<file path="src/rtl/reg_write_arb_if.sv">
// Request/grant/data bundle between the requesters and the shared-register write arbiter.
interface reg_write_arb_if #(
    parameter int NREQ  = 3,
    parameter int WIDTH = 8
);
    logic [NREQ-1:0]       req;
    logic [NREQ*WIDTH-1:0] wdata;
    logic [NREQ-1:0]       gnt;
    logic                  wr_en;
    logic [WIDTH-1:0]      q;
    logic                  busy;

    modport master (output req, wdata, input gnt, wr_en, q, busy);
    modport slave  (input req, wdata, output gnt, wr_en, q, busy);
endinterface

</file>
<file path="src/rtl/reg_write_arb.sv">
// Round-robin arbiter serialising NREQ writers onto one shared register (IDLE/GRANT/WRITE/RELEASE).
// Optional synchronous set input s is built in when DFF_SET_EN is defined.
module reg_write_arb #(
    parameter int NREQ  = 3,
    parameter int WIDTH = 8
) (
    input  logic clk,
    input  logic r,
`ifdef DFF_SET_EN
    input  logic s,
`endif
    reg_write_arb_if.slave bus
);
    localparam int IW = (NREQ > 1) ? $clog2(NREQ) : 1;

    typedef enum logic [1:0] {IDLE, GRANT, WRITE, RELEASE} state_t;

    state_t          state;
    logic [IW-1:0]   ptr;
    logic [IW-1:0]   win;
    logic [IW-1:0]   nxt;
    logic            found;
    logic [WIDTH-1:0] hold;
    logic [WIDTH-1:0] sel;

    // Search begins one past the last winner so a freshly served requester goes last.
    always_comb begin
        nxt   = ptr;
        found = 1'b0;
        for (int k = 1; k <= NREQ; k++) begin
            if (!found && bus.req[IW'((int'(ptr) + k) % NREQ)]) begin
                found = 1'b1;
                nxt   = IW'((int'(ptr) + k) % NREQ);
            end
        end
    end

    always_comb begin
        sel = '0;
        for (int i = 0; i < NREQ; i++) begin
            if (win == IW'(i)) sel = bus.wdata[i*WIDTH +: WIDTH];
        end
    end

    assign bus.busy = (state != IDLE);

    always_ff @(posedge clk) begin
        if (r) begin
            state     <= IDLE;
            bus.gnt   <= '0;
            bus.wr_en <= 1'b0;
            bus.q     <= '0;
            hold      <= '0;
            win       <= '0;
            ptr       <= IW'(NREQ - 1);
        end else begin
            case (state)
                IDLE: begin
                    if (|bus.req) begin
                        bus.gnt <= NREQ'(1) << nxt;
                        win     <= nxt;
                        state   <= GRANT;
                    end
                end
                GRANT: begin
                    hold      <= sel;
                    bus.wr_en <= 1'b1;
                    state     <= WRITE;
                end
                WRITE: begin
                    bus.q     <= hold;
                    bus.wr_en <= 1'b0;
                    bus.gnt   <= '0;
                    ptr       <= win;
                    state     <= RELEASE;
                end
                RELEASE: state <= IDLE;
                default: state <= IDLE;
            endcase
`ifdef DFF_SET_EN
            // Set wins over a same-edge write; the sequencer itself is unaffected.
            if (s) bus.q <= '1;
`endif
        end
    end
endmodule

</file>
<file path="src/flat_wrapper.sv">
// flat-port wrapper written by rule: the top's interface ports become plain ports
module reg_write_arb_flat 
#(
    parameter int NREQ  = 3,
    parameter int WIDTH = 8
)
  (clk, r, bus_req, bus_wdata, bus_gnt, bus_wr_en, bus_q, bus_busy);
  reg_write_arb_if #(.NREQ(NREQ), .WIDTH(WIDTH)) bus_i ();
  input  logic clk;
  input  logic r;
  input wire logic [$bits(bus_i.req)-1:0] bus_req;
  input wire logic [$bits(bus_i.wdata)-1:0] bus_wdata;
  output wire logic [$bits(bus_i.gnt)-1:0] bus_gnt;
  output wire logic [$bits(bus_i.wr_en)-1:0] bus_wr_en;
  output wire logic [$bits(bus_i.q)-1:0] bus_q;
  output wire logic [$bits(bus_i.busy)-1:0] bus_busy;
  assign bus_i.req = bus_req;
  assign bus_i.wdata = bus_wdata;
  assign bus_gnt = bus_i.gnt;
  assign bus_wr_en = bus_i.wr_en;
  assign bus_q = bus_i.q;
  assign bus_busy = bus_i.busy;
  reg_write_arb #(.NREQ(NREQ), .WIDTH(WIDTH)) u_core (.clk(clk), .r(r), .bus(bus_i));
endmodule
</file>
<file path="config.mk">
export PLATFORM = sky130hd
export DESIGN_NAME = reg_write_arb_flat
export DESIGN_NICKNAME = d
export VERILOG_FILES = /design/src/rtl/reg_write_arb_if.sv /design/src/rtl/reg_write_arb.sv /design/src/flat_wrapper.sv
export SDC_FILE = /design/constraint.sdc
export NUM_CORES = 1
export LEC_CHECK = 0
export ABC_CLOCK_PERIOD_IN_PS = 2620
export CORE_MARGIN = 2
export CORE_UTILIZATION = 49
export CTS_BUF_LIST = sky130_fd_sc_hd__clkbuf_8
export DETAILED_ROUTE_END_ITERATION = 8
export PLACE_DENSITY = 0.91
export SKIP_CTS_REPAIR_TIMING = 1
export SLEW_MARGIN = 20
export SYNTH_ARGS = -nofsm -noshare
export SYNTH_HDL_FRONTEND = slang
export SYNTH_SLANG_ARGS = --single-unit
</file>
<file path="constraint.sdc">
create_clock -name clk -period 2.62 [get_ports clk]
set_input_delay 0.524 -clock clk [delete_from_list [all_inputs] [get_ports clk]]
set_output_delay 0.524 -clock clk [all_outputs]
set_load 0.03 [all_outputs]
</file>
; ---- Word-level counts from Yosys, hierarchy flattened
; Cells that the tools add are included.
[op_classes]
eq_ne = 6
n_addsub = 3
reduce_logical = 12
n_mux = 22
magnitude_cmp = 3
shift = 1
div = 3
[op_table]
columns = op, count
row1 = 32-bit by 3-bit remainder unit with 32-bit output (second input constant), 3
row2 = 8-bit two-way mux, 3
row3 = 2-bit by 4-bit < comparator with 1-bit output (second input constant), 3
row4 = 1-bit two-way mux, 8
row5 = 2-bit two-way mux, 4
row6 = 2-bit case mux with 4 select lines, 1
row7 = 2-bit by 2-bit adder with 3-bit output (second input constant), 2
row8 = 1-bit binary-select mux with 2-bit select, 3
row9 = 2-bit == test (second input constant), 3
row10 = 3-bit case mux with 2 select lines, 1
row11 = 2-bit nonzero test, 3
row12 = 2-bit by 1-bit == test with 1-bit output (second input constant), 2
row13 = 2-bit zero test, 2
row14 = 2-bit AND reduction, 2
row15 = 2-bit by 1-bit adder with 3-bit output (second input constant), 1
row16 = 3-bit two-way mux, 1
row17 = 3-bit OR reduction, 1
row18 = 1-bit by 2-bit << shifter with 3-bit output (first input constant), 1
row19 = 1-bit logical AND, 2
row20 = 1-bit zero test, 2
row21 = 2-bit by 1-bit inequality test with 1-bit output (second input constant), 1
row22 = 1-bit case mux with 2 select lines, 1
[word_totals]
wordCells = 57
reg_bits = 26

; ---- Depth between registers and ports, before layout
; Gate-level depths: netlist of run 1.
[depth]
ltp_word = 15
depth_mapped = 8
ltp_nobuf = 7

; ---- Least setup slack after synthesis of run 1
; No wires, ideal clock.
[synth_timing]
path_type = register to register
from = reg u_core.ptr[0]
to = reg u_core.bus.gnt[0]
path_buffers = 1
arrival_ns = 1.829
path_stages_with_launch = 9
period_less_slack_ns = 1.890
setup_slack_ns = 0.730
cell_sequence = dfxtp_1 > inv_1 > ha_1 > buf_2 > nand2b_1 > nand3_1 > a21oi_2 > o41ai_2 > a32o_1
[synth_via]
elab_chain_len = 15
[synth_rtl]
columns = element, line_no
row1 = "start, declared", reg_write_arb.sv:19  ; logic [IW-1:0] ptr;
row2 = "start signal, assigned", reg_write_arb.sv:55  ; ptr <= IW'(NREQ - 1);
row3 = "start signal, assigned", reg_write_arb.sv:74  ; ptr <= win;
row4 = 2-bit by 1-bit adder with 3-bit output, "reg_write_arb.sv:31, reg_write_arb.sv:33"
row5 = 32-bit by 3-bit remainder unit with 32-bit output, "reg_write_arb.sv:31, reg_write_arb.sv:33"
row6 = 1-bit binary-select mux with 2-bit select, reg_write_arb.sv:31  ; if (!found && bus.req[IW'((int'(ptr) + k) % NREQ)]) begin
row7 = 1-bit two-way mux (not written as such) (2 in a row), reg_write_arb.sv:31
row8 = 1-bit two-way mux, reg_write_arb.sv:31
row9 = 1-bit zero test, reg_write_arb.sv:31
row10 = 1-bit logical AND, reg_write_arb.sv:31
row11 = 1-bit two-way mux, reg_write_arb.sv:31
row12 = 1-bit zero test, reg_write_arb.sv:31
row13 = 1-bit logical AND, reg_write_arb.sv:31
row14 = 2-bit two-way mux (*), reg_write_arb.sv:31
row15 = 1-bit by 2-bit << shifter with 3-bit output (*), reg_write_arb.sv:60  ; bus.gnt <= NREQ'(1) << nxt;
row16 = 3-bit two-way mux (*), reg_write_arb.sv:59  ; if (|bus.req) begin
row17 = 3-bit case mux with 2 select lines (*), reg_write_arb.sv:57  ; case (state)
row18 = "end signal, assigned", reg_write_arb.sv:60
row19 = "end, declared", reg_write_arb_if.sv:14  ; modport slave (input req, wdata, output gnt, wr_en, q, busy);
; Every way passes the cells marked *; elsewhere a longest branch is shown, timed or not. The select of a mux whose other input is x is not followed.
; A chain may end at the register's enable or synchronous reset.

; ---- Worst setup path after layout of run 1
[layout_timing]
from = reg u_core.state[0]
to = out bus_busy
[layout_via]
elab_chain_len = 1
[layout_rtl]
columns = element, line_no
row1 = "start, declared", reg_write_arb.sv:18  ; state_t state;
row2 = "start signal, assigned", reg_write_arb.sv:49  ; state <= IDLE;
row3 = "start signal, assigned", reg_write_arb.sv:62  ; state <= GRANT;
row4 = "start signal, assigned", reg_write_arb.sv:68  ; state <= WRITE;
row5 = 2-bit nonzero test, reg_write_arb.sv:45  ; assign bus.busy = (state != IDLE);
row6 = "end, declared", flat_wrapper.sv:16  ; output wire logic [$bits(bus_i.busy)-1:0] bus_busy;
; No other way between the ends.

==> run summary, run 1 <==
Post-synth cell types: 37
Pin count of the biggest net entering global routing: 19
Clock root buffer master: sky130_fd_sc_hd__clkbuf_8
Wire length of the first global-routing pass: 5.42 mm
Power Dens Cells: 827 nW/µm²
Height of the die: 58 µm
Clock slew at the register clock pins of the worst setup and hold paths: 0.09 ns
Number of nets in the finished design: 240
Via count: 1309
Die width: 58 µm
Synth area leaders: sky130_fd_sc_hd__dfxtp_1 36%, sky130_fd_sc_hd__mux2i_1 13%, sky130_fd_sc_hd__nor2_1 7.6%, sky130_fd_sc_hd__ha_1 5.3%, sky130_fd_sc_hd__a21oi_1 4.6%
Number of standard cells in the final layout excluding fillers: 235
Maximum vdd drop: 0.000752 V
Startpoint of the lowest-slack register-to-register path: u_core.ptr[0]
Sequential-to-total area share from yosys stat: 36.4%
Most frequent cells in the layout: 41 x sky130_fd_sc_hd__clkdlybuf4s50_1, 29 x sky130_fd_sc_hd__nor2_1, 26 x sky130_fd_sc_hd__dfxtp_1
Vias in the first global route: 1254
Run status: completed
Synthesized flop and latch total: 26
Maximum level of the CTS H-tree: 1
Start point of the worst min-delay path: u_core.bus.gnt[1]
Post-route ant nets: 0
Global route overflow: 0
Leading cell type in the layout, fill and taps excluded: sky130_fd_sc_hd__clkdlybuf4s50_1
Proportion of register bits with asynchronous set or reset after synthesis: 0%
Yosys top cell area share: 36.4%
Number of buffers on the longest clock path: 2
Total placed instance area: 1830 µm²
DR DRC count: 0
Fraction of the cycle the final worst path needs: 87.2%
Average cell area after synthesis: 8.41 µm²
F_max: 438 MHz
Routability cong.: 0.927
Footprint of the multi-input gates: 805 µm²
Count of endpoints failing setup in the final report: 0
Post-synthesis cell type with the largest combined area: sky130_fd_sc_hd__dfxtp_1
Area of all sequential standard cells: 520 µm²
Primary flip-flop cell chosen by synthesis mapping: sky130_fd_sc_hd__dfxtp_1
Number of placed instances, taps included: 231
Critical path startpoint category: flop
Synthesis Warnings: 0
Max-cap violations: 0
Layout-stage area growth over the synthesis result: 32.2%
Number of detailed-route iterations in the first pass: 4
Cts bufs inserted: 3
Syn nets: 205
Number of clock sinks: 26
Area of the die: 3360 µm²
Via density per instance: 5.57
Count of input and output buffers: 41
Proportion of layout cells with a drive suffix above 1: 6.37%
Worst Tran Pin Value: 0.624 ns
Netlist area before placement: 1430 µm²
Clock Latency Late Sink: 0.28 ns
Static power due to leakage: 0.707 nW
Clock tree from TritonCTS: done
Initial Util: 51.8%
Req. time, crit path: 2.10 ns
Worst clock skew on the final layout: 0.00626 ns
Category of the most critical setup path: reg2out
Fin crit period: 2.28 ns
Total global-route track usage: 21.0%
Antenna violations before repair: 0
Number of DRC violations after detailed-routing iteration 0: 42
WL/cell: 13.9 µm
HPWL reported at the end of detailed placement: 2.50 mm
Pins over their slew limit: 0
Setup TNS: 0 ns
Design Area, Final: 1890 µm²
Antenna fix cells: 0
Worst setup startpoint: u_core.state[0]
Number of fill cells in the layout: 210
Kind of end point of the critical path: output port
Worst min path class: reg2reg
Boundary pin count: 42
Worst rel slew slack: 58.3%
RSZ-0062 raised after global routing: no
Routed WL: 3.26 mm
Worst Path Arrival: 1.76 ns
Post-synth EDFFs: 0
Top fanout value on the critical path: 5
Number of instances in the synthesized netlist: 170
Placement row count: 19
Placeable core region: 2760 µm²
Final hold vios: 0
==> synth_stat cells (2+ instances only) <==
library cell / instances
sky130_fd_sc_hd__o21a_1: 2
sky130_fd_sc_hd__mux2i_1: 18
sky130_fd_sc_hd__nor2_1: 29
sky130_fd_sc_hd__a21oi_1: 13
sky130_fd_sc_hd__o21ai_1: 2
sky130_fd_sc_hd__inv_1: 9
sky130_fd_sc_hd__nand3_1: 6
sky130_fd_sc_hd__a211oi_1: 8
sky130_fd_sc_hd__nor3_1: 2
sky130_fd_sc_hd__dfxtp_1: 26
sky130_fd_sc_hd__ha_1: 6
sky130_fd_sc_hd__nand2_1: 10
sky130_fd_sc_hd__buf_2: 5
sky130_fd_sc_hd__o21ai_0: 2
sky130_fd_sc_hd__nor2b_1: 3
sky130_fd_sc_hd__nand2b_1: 2
sky130_fd_sc_hd__clkbuf_1: 7
==> metrics by stage <==
step           power, mW  worst slack, ns  util (%)  hold WS [ns]
5_1_grt             1.67            0.238      68.5         0.514
4_1_cts             1.57            0.340      68.5         0.466
2_1_floorplan       1.09            0.730         -         0.460
3_3_place_gp        1.27            0.330      66.5         0.440
3_5_place_dp        1.31            0.261      66.5         0.454
6_report            1.56            0.335      68.5         0.464
==> layer usage <==
layer	track usage, %	vias to the layer above	wire [µm]
met1	24.5	605	1350
met4	7.31	0	43
met5	0	-	0
met2	37.8	40	1710
met3	4.46	5	168
li1	-	659	-
==> final cells by class <==
type / instances / share of cell area, %
multi-input combinational: 120 / 42.6
sequential: 26 / 27.5
timing repair buffer: 44 / 22.9
clock buffer: 4 / 2.91
tap: 31 / 2.05
inverter: 10 / 1.99
==> logic make-up (layout without fill, tap and decap cells) <==
| kind of cell | Yosys count | after routing | share of synthesized area (%) |
|---|---|---|---|
| adder cells (fa/ha/maj) | 6 | 6 | 5.25 |
| buffers and inverters | 24 | 58 | 7.27 |
| multiplexers | 19 | 19 | 13.4 |
| AND/OR/NAND/NOR | 54 | 54 | 16.4 |
| AO/OA/AOI/OAI | 41 | 41 | 21.3 |
| flip-flops | 26 | 26 | 36.4 |
==> worst max-delay path: stages, from the launching register on <==
cell                              delay, ns
sky130_fd_sc_hd__dfxtp_1               0.38
sky130_fd_sc_hd__inv_1                 0.09
sky130_fd_sc_hd__ha_1                  0.26
sky130_fd_sc_hd__inv_1                 0.09
sky130_fd_sc_hd__clkdlybuf4s50_1       0.66
==> sequential cells by signal, summed over array words and instances, names as in the netlist <==
register	count
u_core.ptr	2
u_core.bus.gnt	3
u_core.bus.q	8
u_core.state	2
u_core.bus.wr_en	1
u_core.win	2
u_core.hold	8
==> report_power, final <==
part	internal, mW	leakage [nW]	switching [mW]
combinational	0.325	0.466	0.398
clock	0.135	0.0288	0.127
sequential	0.493	0.213	0.0850
total	0.953	0.707	0.610
==> path summary, 6_finish.rpt <==
| kind | endpoint | slack [ns] | cells past startpoint |
|---|---|---|---|
| worst max-delay path | bus_busy | 0.34 | 4 |
| worst min-delay path | u_core.bus.gnt[1] | 0.46 | 2 |
| worst max register to register | u_core.bus.gnt[0] | 0.45 | 7 |
| worst min register to register | u_core.bus.gnt[1] | 0.46 | 2 |
No activity file was read; power rests on OpenSTA's default activity.
==> run 2, diff against run 1 <==
--- a/config.mk
+++ b/config.mk
@@ -5,13 +5,13 @@
 export SDC_FILE = /design/constraint.sdc
 export NUM_CORES = 1
 export LEC_CHECK = 0
-export ABC_CLOCK_PERIOD_IN_PS = 2620
+export ABC_CLOCK_PERIOD_IN_PS = 2900
 export CORE_MARGIN = 2
-export CORE_UTILIZATION = 49
+export CORE_UTILIZATION = 65
 export CTS_BUF_LIST = sky130_fd_sc_hd__clkbuf_8
 export DETAILED_ROUTE_END_ITERATION = 8
-export PLACE_DENSITY = 0.91
-export SKIP_CTS_REPAIR_TIMING = 1
+export DONT_BUFFER_PORTS = 1
+export PLACE_DENSITY = 0.9
 export SLEW_MARGIN = 20
 export SYNTH_ARGS = -nofsm -noshare
 export SYNTH_HDL_FRONTEND = slang
==> constraint.sdc (replaced) <==
create_clock -name clk -period 2.9 [get_ports clk]
set_input_delay 0.58 -clock clk [delete_from_list [all_inputs] [get_ports clk]]
set_output_delay 0.58 -clock clk [all_outputs]
set_load 0.03 [all_outputs]
==> run summary, run 2 (synthesis gave the netlist of run 1 again) <==
Antenna fix cells: 0
Via density per instance: 6.35
Placement row count: 16
Clock slew at the register clock pins of the worst setup and hold paths: 0.09 ns
Buffers & Inverters on Critical Path: 1
Register-to-Register Path Depth: 7
Number of nets in the finished design: 196
Count of input and output buffers: 0
Cell depth of the worst min-delay path: 1
Clock tree from TritonCTS: done
Post-route ant nets: 0
Number of buffers on the longest clock path: 2
Worst min path class: in2reg
Total global-route track usage: 25.2%
Kind of end point of the critical path: flop
Via count: 1188
Final hold vios: 0
Post-Route Hold Slack: 0.363 ns
Clock Latency Late Sink: 0.28 ns
Antenna violations before repair: 0
Top fanout value on the critical path: 11
Clock root buffer master: sky130_fd_sc_hd__clkbuf_8
Number of gates resized after CTS: 0
Number of DRC violations after detailed-routing iteration 0: 36
Category of the most critical setup path: reg2reg
Fraction of the cycle the final worst path needs: 75.7%
Delay of the slowest critical-path stage: 0.45 ns
Leading cell type in the layout, fill and taps excluded: sky130_fd_sc_hd__nor2_1
Routability cong.: 0.768
Cell repeated most along the worst path: sky130_fd_sc_hd__nor2b_1
Number of detailed-route iterations in the first pass: 4
Cell class contributing the biggest share of worst-path delay: compound AO/OA/AOI/OAI gates
Cts bufs inserted: 3
Number of cells on the critical path: 7
Placeable core region: 2020 µm²
Run status: completed
Quantity of hold-fixing buffers added after cts: 0
WL/cell: 16.6 µm
Number of clock sinks: 26
Worst Tran Pin Value: 0.751 ns
Global route overflow: 0
F_max: 456 MHz
Maximum level of the CTS H-tree: 1
Most frequent cells in the layout: 29 x sky130_fd_sc_hd__nor2_1, 26 x sky130_fd_sc_hd__dfxtp_1, 18 x sky130_fd_sc_hd__mux2i_1
Worst rel slew slack: 49.9%
Proportion of layout cells with a drive suffix above 1: 6.25%
Critical path startpoint category: flop
Height of the die: 50.9 µm
Die width: 50.9 µm
Postcts setup bufs: 0
Area of the die: 2590 µm²
Power Dens Cells: 935 nW/µm²
Worst clock skew on the final layout: 0.00136 ns
Setup TNS: 0 ns
Routed WL: 3.10 mm
Pins over their slew limit: 0
Req. time, crit path: 3.08 ns
Initial Util: 70.7%
Fin crit period: 2.19 ns
Max-cap violations: 0
Worst Path Arrival: 2.37 ns
Registers with the most flip-flops: u_core.bus.q (8), u_core.hold (8), u_core.bus.gnt (3)
DR DRC count: 0
Cell-by-cell listing of the critical path: inv_1 > ha_1 > nor2b_1 > o311a_1 > o221ai_1 > nor2b_1 > a22o_1
Count of endpoints failing setup in the final report: 0
Layout-stage area growth over the synthesis result: 2.71%
RSZ-0062 raised after global routing: no
Maximum vdd drop: 0.000486 V
HPWL reported at the end of detailed placement: 2.07 mm
Number of fill cells in the layout: 152
Slowest cell on crit path: sky130_fd_sc_hd__ha_1
Vias in the first global route: 1060
Static power due to leakage: 0.545 nW
Wire length of the first global-routing pass: 4.95 mm
Pin count of the biggest net entering global routing: 26
Boundary pin count: 42
==> run 2: cell count changes in the layout (fill, tap and decap cells not counted), sizes merged <==
cell           change
clkdlybuf4s50     -41
bufinv             +1
clkbuf             -1
buf                -3
==> run 2: area by class of cell <==
cell class / count / area, µm² / area share, %
Sequential cell: 26 / 520 / 35.5
Multi-Input combinational cell: 120 / 805 / 54.8
Clock buffer: 3 / 41.3 / 2.81
Inverter: 10 / 37.5 / 2.56
Clock inverter: 1 / 30.0 / 2.05
Tap cell: 27 / 33.8 / 2.30
==> run 2: worst reg2reg max path, cell delays in order (launching register included) <==
cell	delay, ns
sky130_fd_sc_hd__dfxtp_1	0.40
sky130_fd_sc_hd__inv_1	0.09
sky130_fd_sc_hd__ha_1	0.46
sky130_fd_sc_hd__nor2b_1	0.21
sky130_fd_sc_hd__o311a_1	0.30
sky130_fd_sc_hd__o221ai_1	0.34
sky130_fd_sc_hd__nor2b_1	0.10
sky130_fd_sc_hd__a22o_1	0.21
==> run 2: where the power goes <==
part           switching [mW]  total [mW]  leakage, nW  internal [mW]
Combinational           0.288       0.489        0.296          0.201
Sequential              0.134       0.580        0.213          0.445
Clock                   0.119       0.304       0.0357          0.185
Total                   0.541        1.37        0.545          0.832
==> run 2: final timing paths <==
check	startpoint	end	slack, ns
setup / recovery	u_core.ptr[0]	u_core.bus.gnt[2]	0.71
hold / removal	r	u_core.state[1]	0.36
setup reg to reg	u_core.ptr[0]	u_core.bus.gnt[2]	0.71
hold reg to reg	u_core.hold[2]	u_core.hold[2]	0.49
==> run 2: metal layers <==
metal	track usage, %	up-vias	routed length [µm]
li1	-	576	-
met1	33.5	532	1320
met2	39.9	71	1460
met3	5.85	9	260
met4	9.46	0	53
met5	0	-	0
==> run 2: stage by stage <==
step                instances  total power, mW  cell area, µm²  utilization (%)  worst slack [ns]
floorplan                 170            0.988            1430                -              1.01
global placement          183             1.03            1400             69.1             0.918
detailed placement        183             1.06            1400             69.1             0.799
CTS                       187             1.36            1470             72.6             0.738
global route              187             1.45            1470             72.6             0.607
finish                    187             1.37            1470             72.6             0.706
==> run 3, diff against run 2 <==
--- a/config.mk
+++ b/config.mk
@@ -5,13 +5,13 @@
 export SDC_FILE = /design/constraint.sdc
 export NUM_CORES = 1
 export LEC_CHECK = 0
-export ABC_CLOCK_PERIOD_IN_PS = 2900
+export ABC_CLOCK_PERIOD_IN_PS = 2000
 export CORE_MARGIN = 2
-export CORE_UTILIZATION = 65
+export CORE_UTILIZATION = 59
 export CTS_BUF_LIST = sky130_fd_sc_hd__clkbuf_8
 export DETAILED_ROUTE_END_ITERATION = 8
 export DONT_BUFFER_PORTS = 1
-export PLACE_DENSITY = 0.9
+export PLACE_DENSITY = 0.87
 export SLEW_MARGIN = 20
 export SYNTH_ARGS = -nofsm -noshare
 export SYNTH_HDL_FRONTEND = slang
==> constraint.sdc (replaced) <==
create_clock -name clk -period 2 [get_ports clk]
set_input_delay 0.4 -clock clk [delete_from_list [all_inputs] [get_ports clk]]
set_output_delay 0.4 -clock clk [all_outputs]
set_load 0.03 [all_outputs]
==> run summary, run 3 (synthesis gave the netlist of run 1 again) <==
Pins over their slew limit: 0
Maximum vdd drop: 0.000934 V
Number of DRC violations after detailed-routing iteration 0: 30
Total placed instance area: 1440 µm²
Slowest cell on crit path: sky130_fd_sc_hd__a2111oi_4
F_max: 512 MHz
Area of the die: 2830 µm²
Clock slew at the register clock pins of the worst setup and hold paths: 0.09 ns
Antenna violations before repair: 0
Global Route met2 Usage: 41.2%
Max-cap violations: 0
Post-route core utilization: 70.2%
Run status: completed
Proportion of layout cells with a drive suffix above 1: 12.1%
Count of endpoints failing setup in the final report: 0
Leading cell type in the layout, fill and taps excluded: sky130_fd_sc_hd__nor2_1
Pin count of the biggest net entering global routing: 26
Kind of end point of the critical path: flop
Routability cong.: 0.954
Buffers & Inverters on Critical Path: 2
Placeable core region: 2250 µm²
Post-route ant nets: 0
Clock Latency Late Sink: 0.28 ns
Antenna fix cells: 0
Power Dens Cells: 1330 nW/µm²
Number of detailed-route iterations in the first pass: 4
Top Usage Layer GRT: met2
Delay of the slowest critical-path stage: 0.39 ns
Static power due to leakage: 0.573 nW
Critical path startpoint category: flop
Vias in the first global route: 1185
Via count: 1190
Global route overflow: 0
Worst rel slew slack: 61.9%
RSZ-0062 raised after global routing: no
Boundary pin count: 42
Final hold vios: 0
Met1 Use GR: 29.0%
HPWL reported at the end of detailed placement: 2.28 mm
Registers with the most flip-flops: u_core.bus.q (8), u_core.hold (8), u_core.bus.gnt (3)
Worst clock skew on the final layout: 0.00142 ns
Number of nets in the finished design: 201
Maximum level of the CTS H-tree: 1
Routed WL: 3.21 mm
Internal reg-to-reg setup slack: 0.05 ns
Layout-stage area growth over the synthesis result: 10.8%
Top fanout value on the critical path: 6
WL/cell: 16.6 µm
Count of input and output buffers: 0
Worst Path Arrival: 2.13 ns
Die width: 53.2 µm
Initial Util: 63.4%
Clock root buffer master: sky130_fd_sc_hd__clkbuf_8
DR DRC count: 0
Number of buffers on the longest clock path: 2
Met3 track demand over resource in global routing: 9.04%
Cell-by-cell listing of the critical path: inv_1 > ha_4 > buf_4 > a21oi_1 > o21a_1 > a2111oi_4 > o41ai_4 > a32o_1
Cts bufs inserted: 3
Req. time, crit path: 2.18 ns
Fin crit period: 1.95 ns
Height of the die: 53.2 µm
Category of the most critical setup path: reg2reg
Wire length of the first global-routing pass: 5.13 mm
Clock tree from TritonCTS: done
Number of clock sinks: 26
Cell class contributing the biggest share of worst-path delay: compound AO/OA/AOI/OAI gates
Design Area, Final: 1580 µm²
Most frequent cells in the layout: 29 x sky130_fd_sc_hd__nor2_1, 25 x sky130_fd_sc_hd__dfxtp_1, 18 x sky130_fd_sc_hd__mux2i_1
Worst Tran Pin Value: 0.571 ns
Total global-route track usage: 24.9%
Via density per instance: 6.17
Fraction of the cycle the final worst path needs: 97.7%
Worst min path class: in2reg
Placement row count: 17
## run 3: changes by cell type in the layout (fill, tap and decap cells not counted), sizes merged
cell and change:
buf +5
## run 3: repair_timing
action                     4_1_cts  5_1_grt
gates resized for setup          7        4
hold buffers                     0        0
setup buffers                    0        0
pin swaps                        0        1
setup endpoints to repair        5        5
## run 3: path summary, 6_finish.rpt
check,startpoint,to,cells past startpoint
setup / recovery,u_core.ptr[0],u_core.bus.gnt[0],8
hold / removal,r,u_core.ptr[0],1
setup reg to reg,u_core.ptr[0],u_core.bus.gnt[0],8
hold reg to reg,u_core.hold[0],u_core.hold[0],2
## run 3: final cells by class
| cell class | count | area (µm²) |
|---|---|---|
| tap | 28 | 35.0 |
| fill | 183 | 672 |
| sequential | 26 | 524 |
| inverter | 10 | 37.5 |
| timing repair buffer | 5 | 37.5 |
| clock buffer | 3 | 41.3 |
| clock inverter | 1 | 30.0 |
| multi-input combinational | 120 | 877 |
## run 3: metrics by stage
stage	total power, mW	hold WS [ns]	std cells	setup slack [ns]	TNS (ns)
after floorplan	1.43	0.460	170	0.110	0
after global placement	1.54	0.467	189	0.0656	0
after detailed placement	1.59	0.477	189	-0.0804	-0.199
after CTS	2.07	0.171	193	0.00564	0
after global routing	2.22	0.170	193	0.00445	0
final	2.10	0.179	193	0.0468	0
## run 3: power by group
| part | total, mW | internal [mW] | switching, mW |
|---|---|---|---|
| combinational | 0.836 | 0.362 | 0.474 |
| clock | 0.443 | 0.268 | 0.175 |
| sequential | 0.825 | 0.646 | 0.180 |
## run 3: metal layers
metal / part of all wire, % / wire [µm]
met3: 8.9 / 285
met2: 48 / 1560
met5: 0 / 0
met1: 41 / 1310
met4: 1.8 / 58
